==> src/rtl/ad_avg.sv <==
// Block-averaging decimator: accumulates 2^LOG2_N accepted samples and
// presents the truncated mean plus block min/max as one registered result.
module ad_avg #(
  parameter int LOG2_N = 4
) (
  input  logic        clk_sys,
  input  logic        rst,
  input  logic        en,
  input  logic [15:0] ad_data,
  input  logic        ad_vld,
  output logic [15:0] avg_data,
  output logic [15:0] avg_min,
  output logic [15:0] avg_max,
  output logic [7:0]  avg_seq,
  output logic        avg_vld
);

  // state | meaning
  // IDLE  | en low; working registers held clear, ad_vld ignored
  // ACC   | en high; accepted samples accumulate into the current block
  typedef enum logic {IDLE, ACC} state_t;

  localparam int AW = 16 + LOG2_N;
  localparam int CW = (LOG2_N > 0) ? LOG2_N : 1;
  localparam logic [CW-1:0] LAST = CW'((1 << LOG2_N) - 1);

  state_t         state, state_nxt;
  logic [AW-1:0]  acc, sum;
  logic [CW-1:0]  cnt;
  logic [15:0]    run_min, run_max, min_nxt, max_nxt;
  logic           accept, clr, last;

  always_comb begin
    state_nxt = IDLE;
    accept    = 1'b0;
    clr       = 1'b1;
    case (state)
      IDLE: begin
        if (en) state_nxt = ACC;
      end
      ACC: begin
        if (en) begin
          state_nxt = ACC;
          clr       = 1'b0;
          accept    = ad_vld;
        end
      end
      default: state_nxt = IDLE;
    endcase
  end

  // A sample arriving with cnt==0 opens a block and seeds both extremes.
  always_comb begin
    sum     = acc + AW'(ad_data);
    last    = (cnt == LAST);
    min_nxt = ((cnt == '0) || (ad_data < run_min)) ? ad_data : run_min;
    max_nxt = ((cnt == '0) || (ad_data > run_max)) ? ad_data : run_max;
  end

  always_ff @(posedge clk_sys) begin
    if (rst) begin
      state    <= IDLE;
      acc      <= '0;
      cnt      <= '0;
      run_min  <= '0;
      run_max  <= '0;
      avg_data <= '0;
      avg_min  <= '0;
      avg_max  <= '0;
      avg_seq  <= '0;
      avg_vld  <= 1'b0;
    end else begin
      state   <= state_nxt;
      avg_vld <= 1'b0;
      if (clr) begin
        acc     <= '0;
        cnt     <= '0;
        run_min <= '0;
        run_max <= '0;
      end else if (accept) begin
        if (last) begin
          // Clearing in the completing edge lets the next block start gap-free.
          avg_data <= sum[AW-1 -: 16];
          avg_min  <= min_nxt;
          avg_max  <= max_nxt;
          avg_seq  <= avg_seq + 8'd1;
          avg_vld  <= 1'b1;
          acc      <= '0;
          cnt      <= '0;
          run_min  <= '0;
          run_max  <= '0;
        end else begin
          acc     <= sum;
          cnt     <= cnt + CW'(1);
          run_min <= min_nxt;
          run_max <= max_nxt;
        end
      end
    end
  end

endmodule

==> config.mk <==
export PLATFORM = sky130hd
export DESIGN_NAME = ad_avg
export DESIGN_NICKNAME = d
export VERILOG_FILES = /design/src/rtl/ad_avg.sv
export SDC_FILE = /design/constraint.sdc
export NUM_CORES = 1
export LEC_CHECK = 0
export CELL_PAD_IN_SITES_DETAIL_PLACEMENT = 0
export CELL_PAD_IN_SITES_GLOBAL_PLACEMENT = 1
export CORE_AREA = 2 2 122 124
export CTS_CLUSTER_SIZE = 8
export DETAILED_ROUTE_END_ITERATION = 12
export DIE_AREA = 0 0 124 126
export HOLD_SLACK_MARGIN = 0.03
export PLACE_DENSITY_LB_ADDON = 0.08
export SLEW_MARGIN = 20
export SYNTH_ARGS = -nofsm -noshare
export SYNTH_HDL_FRONTEND = slang
export SYNTH_SLANG_ARGS = --single-unit
==> constraint.sdc <==
create_clock -name clk_sys -period 3.2 [get_ports clk_sys]
set_input_delay 0.64 -clock clk_sys [delete_from_list [all_inputs] [get_ports clk_sys]]
set_output_delay 0.64 -clock clk_sys [all_outputs]
set_load 0.01 [all_outputs]
# Word level (Yosys, flattened, before mapping)
# Cells that the tools add are included.
[op_classes] addsub=3 order_cmp=2 eq_ne=1 muxes=12 bitwise=2 n_reduce_logical=6
[op_table] op="$mux 16" n=4
[op_table] op="$add 20x16->20" n=1
[op_table] op="$mux 20" n=1
[op_table] op="$gt 16x16->1" n=1
[op_table] op="$lt 16x16->1" n=1
[op_table] op="$add 8x1->8 const B" n=1
[op_table] op="$mux 1" n=6
[op_table] op="$add 4x1->4 const B" n=1
[op_table] op="$eq 4x4->1 const B" n=1
[op_table] op="$logic_not 4->1" n=1
[op_table] op="$mux 4" n=1
[op_table] op="$reduce_and 3->1" n=1
[op_table] op="$reduce_or 3->1" n=1
[op_table] op="$logic_or 1x1->1" n=2
[op_table] op="$not 1->1" n=2
[op_table] op="$reduce_or 2->1" n=1
[word_totals] regBits=114 input_bits=20 output_inout_bits=57 word_cells=36

# Logic depth before layout (Yosys ltp)
[depth] word_depth=4 ltp_mapped=11 mapped_depth_nobuf=9

# Least setup slack after synthesis
# Ideal clock, no wire load.
[synth_timing] kind="in2reg" from="input ad_data[0]" to="register avg_data[6]" setup_time_ns=0.122 t_arrival_ns=2.555 path_slack_ns=0.523 stages=9 path_cell_list="ha_1 fa_1 a21o_1 nand4_1 nand3_1 a221o_1 a21oi_1 nor4_1 a311o_1"
[synth_via] elab_chain_len=1
[synth_lines] item="from (decl)" line_no="9" rtl="input logic [15:0] ad_data,"
[synth_lines] item="$add 20x16->20" line_no="54" rtl="sum = acc + AW'(ad_data);"
[synth_lines] item="to (signal assigned)" line_no="83" rtl="avg_data <= sum[AW-1 -: 16];"
[synth_lines] item="to (decl)" line_no="11" rtl="output logic [15:0] avg_data,"
# No other way between the ends.
# A chain may end at the register's enable or synchronous reset.

# Worst setup path in the final report
[layout_timing] from="input ad_data[13]" to="register avg_min[4]"
[layout_via] elab_chain_len=3
[layout_lines] item="$lt 16x16->1" line_no="56" rtl="min_nxt = ((cnt == '0) || (ad_data < run_min)) ? ad_data : run_min;"
[layout_lines] item="$logic_or 1x1->1" line_no="56"
[layout_lines] item="$mux 16" line_no="56"
[layout_lines] item="to (signal assigned)" line_no="84" rtl="avg_min <= min_nxt;"
[layout_lines] item="to (decl)" line_no="12" rtl="output logic [15:0] avg_min,"
# No other way between the ends.

==> out/results.md <==
### STA
• final worst hold slack: 453 ps
• number of hold violations in the final report: 0
• worst rel slew slack: 58.4%
• maximum achievable frequency: 0.337 GHz
• Slew Viols, Final: 0
• post-route clock skew: 7.54 ps
• min Tclk post-route: 2970 ps
• least setup slack across all paths after layout: 233 ps
• transition time of the tightest slew-check pin: 622 ps
• setup repair after global routing missed its margin: no
• post-route fraction of the period consumed by the critical path: 92.7%
• number of failing setup endpoints in the final timing report: 0

### Setup path
• kind of end point of the critical path: flip-flop
• arrival time at the worst endpoint: 3240 ps
• largest driver fanout on the critical path: 5
• nature of the critical path startpoint: primary input
• required time of the critical path: 3470 ps
• WS Path Type: in -> reg
• number of cells on the worst reg-to-reg path: 10

### Worst hold path
• Hold Crit Class: reg -> reg
• Cells on Worst Hold Path: 2

### Run status
• outcome: finished, final reports clean

### Placement
• routability congestion estimate: 0.874
• pre-CTS setup slack: -337 ps
• cell count after placement: 980
• Port Buffer Count: 76
• detailed-placement wirelength estimate: 11900 microns

### Finish
• fill cell total of the finished layout: 1348
• filler-free cell count of the finished design: 1013
• ANT cells: 0
• register area: 2280 sq um
• total area of multi-input combinational cells: 3340 sq um
• Post-layout nets: 887
• area added between synthesis and finish: 36.5%
• ratio of cells with drive above 1 in the final layout: 16.2%

### Power
• PwrDens: 446 nW/um^2
• VDD IR max: 0.407 mV
• Leakage Power: 3.03 nW

### GRT
• global-route wire length before repair: 26300 microns
• number of antenna violations at the first check in global routing: 0
• maximum number of pins on one net before global-route repair: 59
• via count of the first global-routing pass: 5264
• met3 routing resource usage after global routing: 4.21%
• GR Util All Layers: 21.5%
• Remaining Overflow, GRT: 0
• peak-usage layer in the global routing report: met2
• Global Route met2 Usage: 34.1%
• grt met1 use: 29.0%

### Synthesis
• count of flip-flops with a built-in enable after synthesis: 0
• Post-synth top flop: sky130_fd_sc_hd__dfxtp_1
• Post-Syn Area: 5880 sq um
• post-synthesis sequential element count: 114
• combinational family with the most area after synthesis: compound AO/OA/AOI/OAI gates
• warning count from the yosys run: 0
• share of synthesized area occupied by flip-flops and latches: 38.8%
• share of the synthesized area in compound gates (AO/OA/AOI/OAI): 23.0%
• area share of and/or/nand/nor cells after synthesis: 16.1%
• post-synthesis average cell area: 8.84 sq um
• xor-xnor portion of the synthesized cell area: 3.58%
• mux cell area share after synthesis: 2.90%
• Synth Area in Adders: 11.0%
• proportion of register bits with asynchronous set or reset after synthesis: 0%
• synthesized net count: 736
• gate count after technology mapping: 665
• distinct cell type count of the synthesized netlist: 59

### Drt
• number of iterations in the first detailed-routing pass: 4
• detailed-route wire length: 15700 microns
• number of vias in the routed layout: 5276
• Avg WL per Cell: 15.5 microns
• detailed router's first-iteration violation count: 247
• DRC Markers: 0
• number of vias per cell after detailed routing: 5.21
• Post-DRT Antenna Nets: 0

### Clocking
• clock buffers created by TritonCTS: 17
• clock-pin slew reported for the worst setup and hold paths after clock tree synthesis: 50 ps
• number of buffers added to fix hold violations after cts: 0
• insertion delay to the later sink of the worst-skew pair: 420 ps
• Clock Tree Buf Depth: 2
• buffer type at the clock tree root: sky130_fd_sc_hd__clkbuf_16
• count of clock tree sinks: 114
• CTS tree: yes
• Max H-tree Level: 4

### Run
• max-cap violation count: 0

### Floorplanning
• die outline height: 126 microns
• initial standard-cell utilization of the core: 41.0%
• site row count: 44
• horizontal extent of the die: 124 microns
• Die Area: 15600 sq um
• Boundary Pins: 77
• area of the core: 14300 sq um

==> cell families after synthesis <==
| kind of cell | Yosys count |
|---|---|
| buffers and inverters | 65 |
| adders and majority gates | 51 |
| AOI/OAI and AO/OA | 190 |
| xor gates and xnor gates | 24 |
| DFF | 114 |
| and+or+nand+nor | 204 |
| muxes | 17 |
==> power by group <==
group | internal, mW | switching, mW
Combinational | 0.118 | 0.141
Clock | 1.23 | 0.660
Sequential | 1.42 | 0.00176
Total | 2.77 | 0.803
==> cells in the mapped netlist (2+ instances only) <==
cell type                    n  area share [%]
sky130_fd_sc_hd__clkbuf_1   19             1.2
sky130_fd_sc_hd__or4_1       3            0.38
sky130_fd_sc_hd__ha_1       50              11
sky130_fd_sc_hd__inv_1      35             2.2
sky130_fd_sc_hd__nor3b_1     2            0.26
sky130_fd_sc_hd__xor2_1     12             1.8
sky130_fd_sc_hd__nor2_2      2            0.21
sky130_fd_sc_hd__a211oi_1   40             5.1
sky130_fd_sc_hd__nor4_1      2            0.21
sky130_fd_sc_hd__and2_1      2            0.21
sky130_fd_sc_hd__mux2i_1    17             2.9
sky130_fd_sc_hd__a22o_1     32             4.8
sky130_fd_sc_hd__a31oi_1     4            0.43
sky130_fd_sc_hd__nor2b_1     3            0.32
sky130_fd_sc_hd__buf_1       3            0.19
sky130_fd_sc_hd__nor2_1     78             5.0
sky130_fd_sc_hd__a22oi_1     7            0.89
sky130_fd_sc_hd__xnor2_1    12             1.8
sky130_fd_sc_hd__or3_1       4            0.43
sky130_fd_sc_hd__buf_2       5            0.43
sky130_fd_sc_hd__o21ai_0    16             1.4
sky130_fd_sc_hd__nand2_1    50             3.2
sky130_fd_sc_hd__o211ai_1    2            0.26
sky130_fd_sc_hd__dfxtp_1   114              39
sky130_fd_sc_hd__nand2b_1    2            0.21
sky130_fd_sc_hd__and4_1      2            0.30
sky130_fd_sc_hd__nand4_1     9            0.96
sky130_fd_sc_hd__a21oi_1    57             4.9
sky130_fd_sc_hd__nor3_1      9            0.77
sky130_fd_sc_hd__and3_1      8            0.85
sky130_fd_sc_hd__nand3_1    22             1.9
sky130_fd_sc_hd__buf_6       2            0.38
sky130_fd_sc_hd__o21a_1      3            0.38
sky130_fd_sc_hd__a21o_1     11             1.4
sky130_fd_sc_hd__a22o_2      2            0.34
==> cell usage in the layout, fill, tap and decap left out, drive strengths merged, types with 3 or more instances in the layout <==
cell type | netlist | final
nand4 | 9 | 9
o21a | 3 | 3
buf | 11 | 87
a22oi | 7 | 7
o21ai | 16 | 16
and4 | 3 | 3
a22o | 34 | 34
nand3 | 22 | 22
a211oi | 41 | 41
nand2 | 51 | 51
xnor2 | 12 | 12
inv | 35 | 35
clkbuf | 19 | 20
nor4 | 3 | 3
xor2 | 12 | 12
clkinv | 0 | 9
or3 | 4 | 4
or4 | 3 | 3
nor3 | 10 | 10
bufinv | 0 | 3
ha | 50 | 50
dfxtp | 114 | 114
mux2i | 17 | 17
clkdlybuf4s50 | 0 | 75
a31oi | 4 | 4
and3 | 8 | 8
a21oi | 58 | 58
a21o | 11 | 11
nor2 | 81 | 81
nor2b | 3 | 3
==> registers in the layout, indices dropped and copies added, names as in the netlist <==
signal / flops
avg_data: 16
run_min: 16
acc: 20
run_max: 16
avg_max: 16
avg_seq: 8
avg_min: 16
avg_vld: 1
cnt: 4
state: 1
==> through the flow <==
stage / power, mW / area (sq um) / utilization, % / setup TNS (ps)
6_report: 3.58 / 8020 / 56.0 / 0
3_3_place_gp: 1.71 / 7410 / 51.7 / -9160
2_1_floorplan: 1.58 / 5880 / - / 0
4_1_cts: 3.61 / 7990 / 55.8 / 0
5_1_grt: 3.72 / 8020 / 56.0 / 0
3_5_place_dp: 1.71 / 7410 / 51.7 / -11480
==> critical path, cell delays in order <==
cell and delay, ps:
sky130_fd_sc_hd__clkdlybuf4s50_1 450, sky130_fd_sc_hd__buf_4 160, sky130_fd_sc_hd__ha_1 280, sky130_fd_sc_hd__nand4_1 180
sky130_fd_sc_hd__or3_1 420, sky130_fd_sc_hd__nor3_2 190, sky130_fd_sc_hd__nor4_2 80, sky130_fd_sc_hd__nor2_4 240
sky130_fd_sc_hd__buf_4 210, sky130_fd_sc_hd__mux2i_1 260, sky130_fd_sc_hd__a211oi_1 100
==> metal layers <==
metal  wire (microns)  part of all wire [%]
met5                0                     0
met4              193                   1.2
met3              553                   3.5
met2             7310                    47
met1             7600                    49
==> cell type report <==
type | count | area share (%)
multi-input cells | 486 | 41.6
inverters | 35 | 1.64
clock buffers | 20 | 5.57
repair buffers | 162 | 18.1
clock inverters | 12 | 1.73
flip-flops and latches | 114 | 28.5
well taps | 184 | 2.87
==> final timing paths <==
check / from / end / slack, ps
min reg2reg: avg_data[0] / avg_data[0] / 450
max reg2reg: run_min[15] / avg_min[4] / 660
min: avg_data[0] / avg_data[0] / 450
max: ad_data[13] / avg_min[4] / 230
==> timing repair <==
item                                    4_1_cts  5_1_grt
endpoints found under the setup margin        0       17
gates resized for setup                       0        1
buffers inserted                              0        1
(Power assumes the default switching activity.)
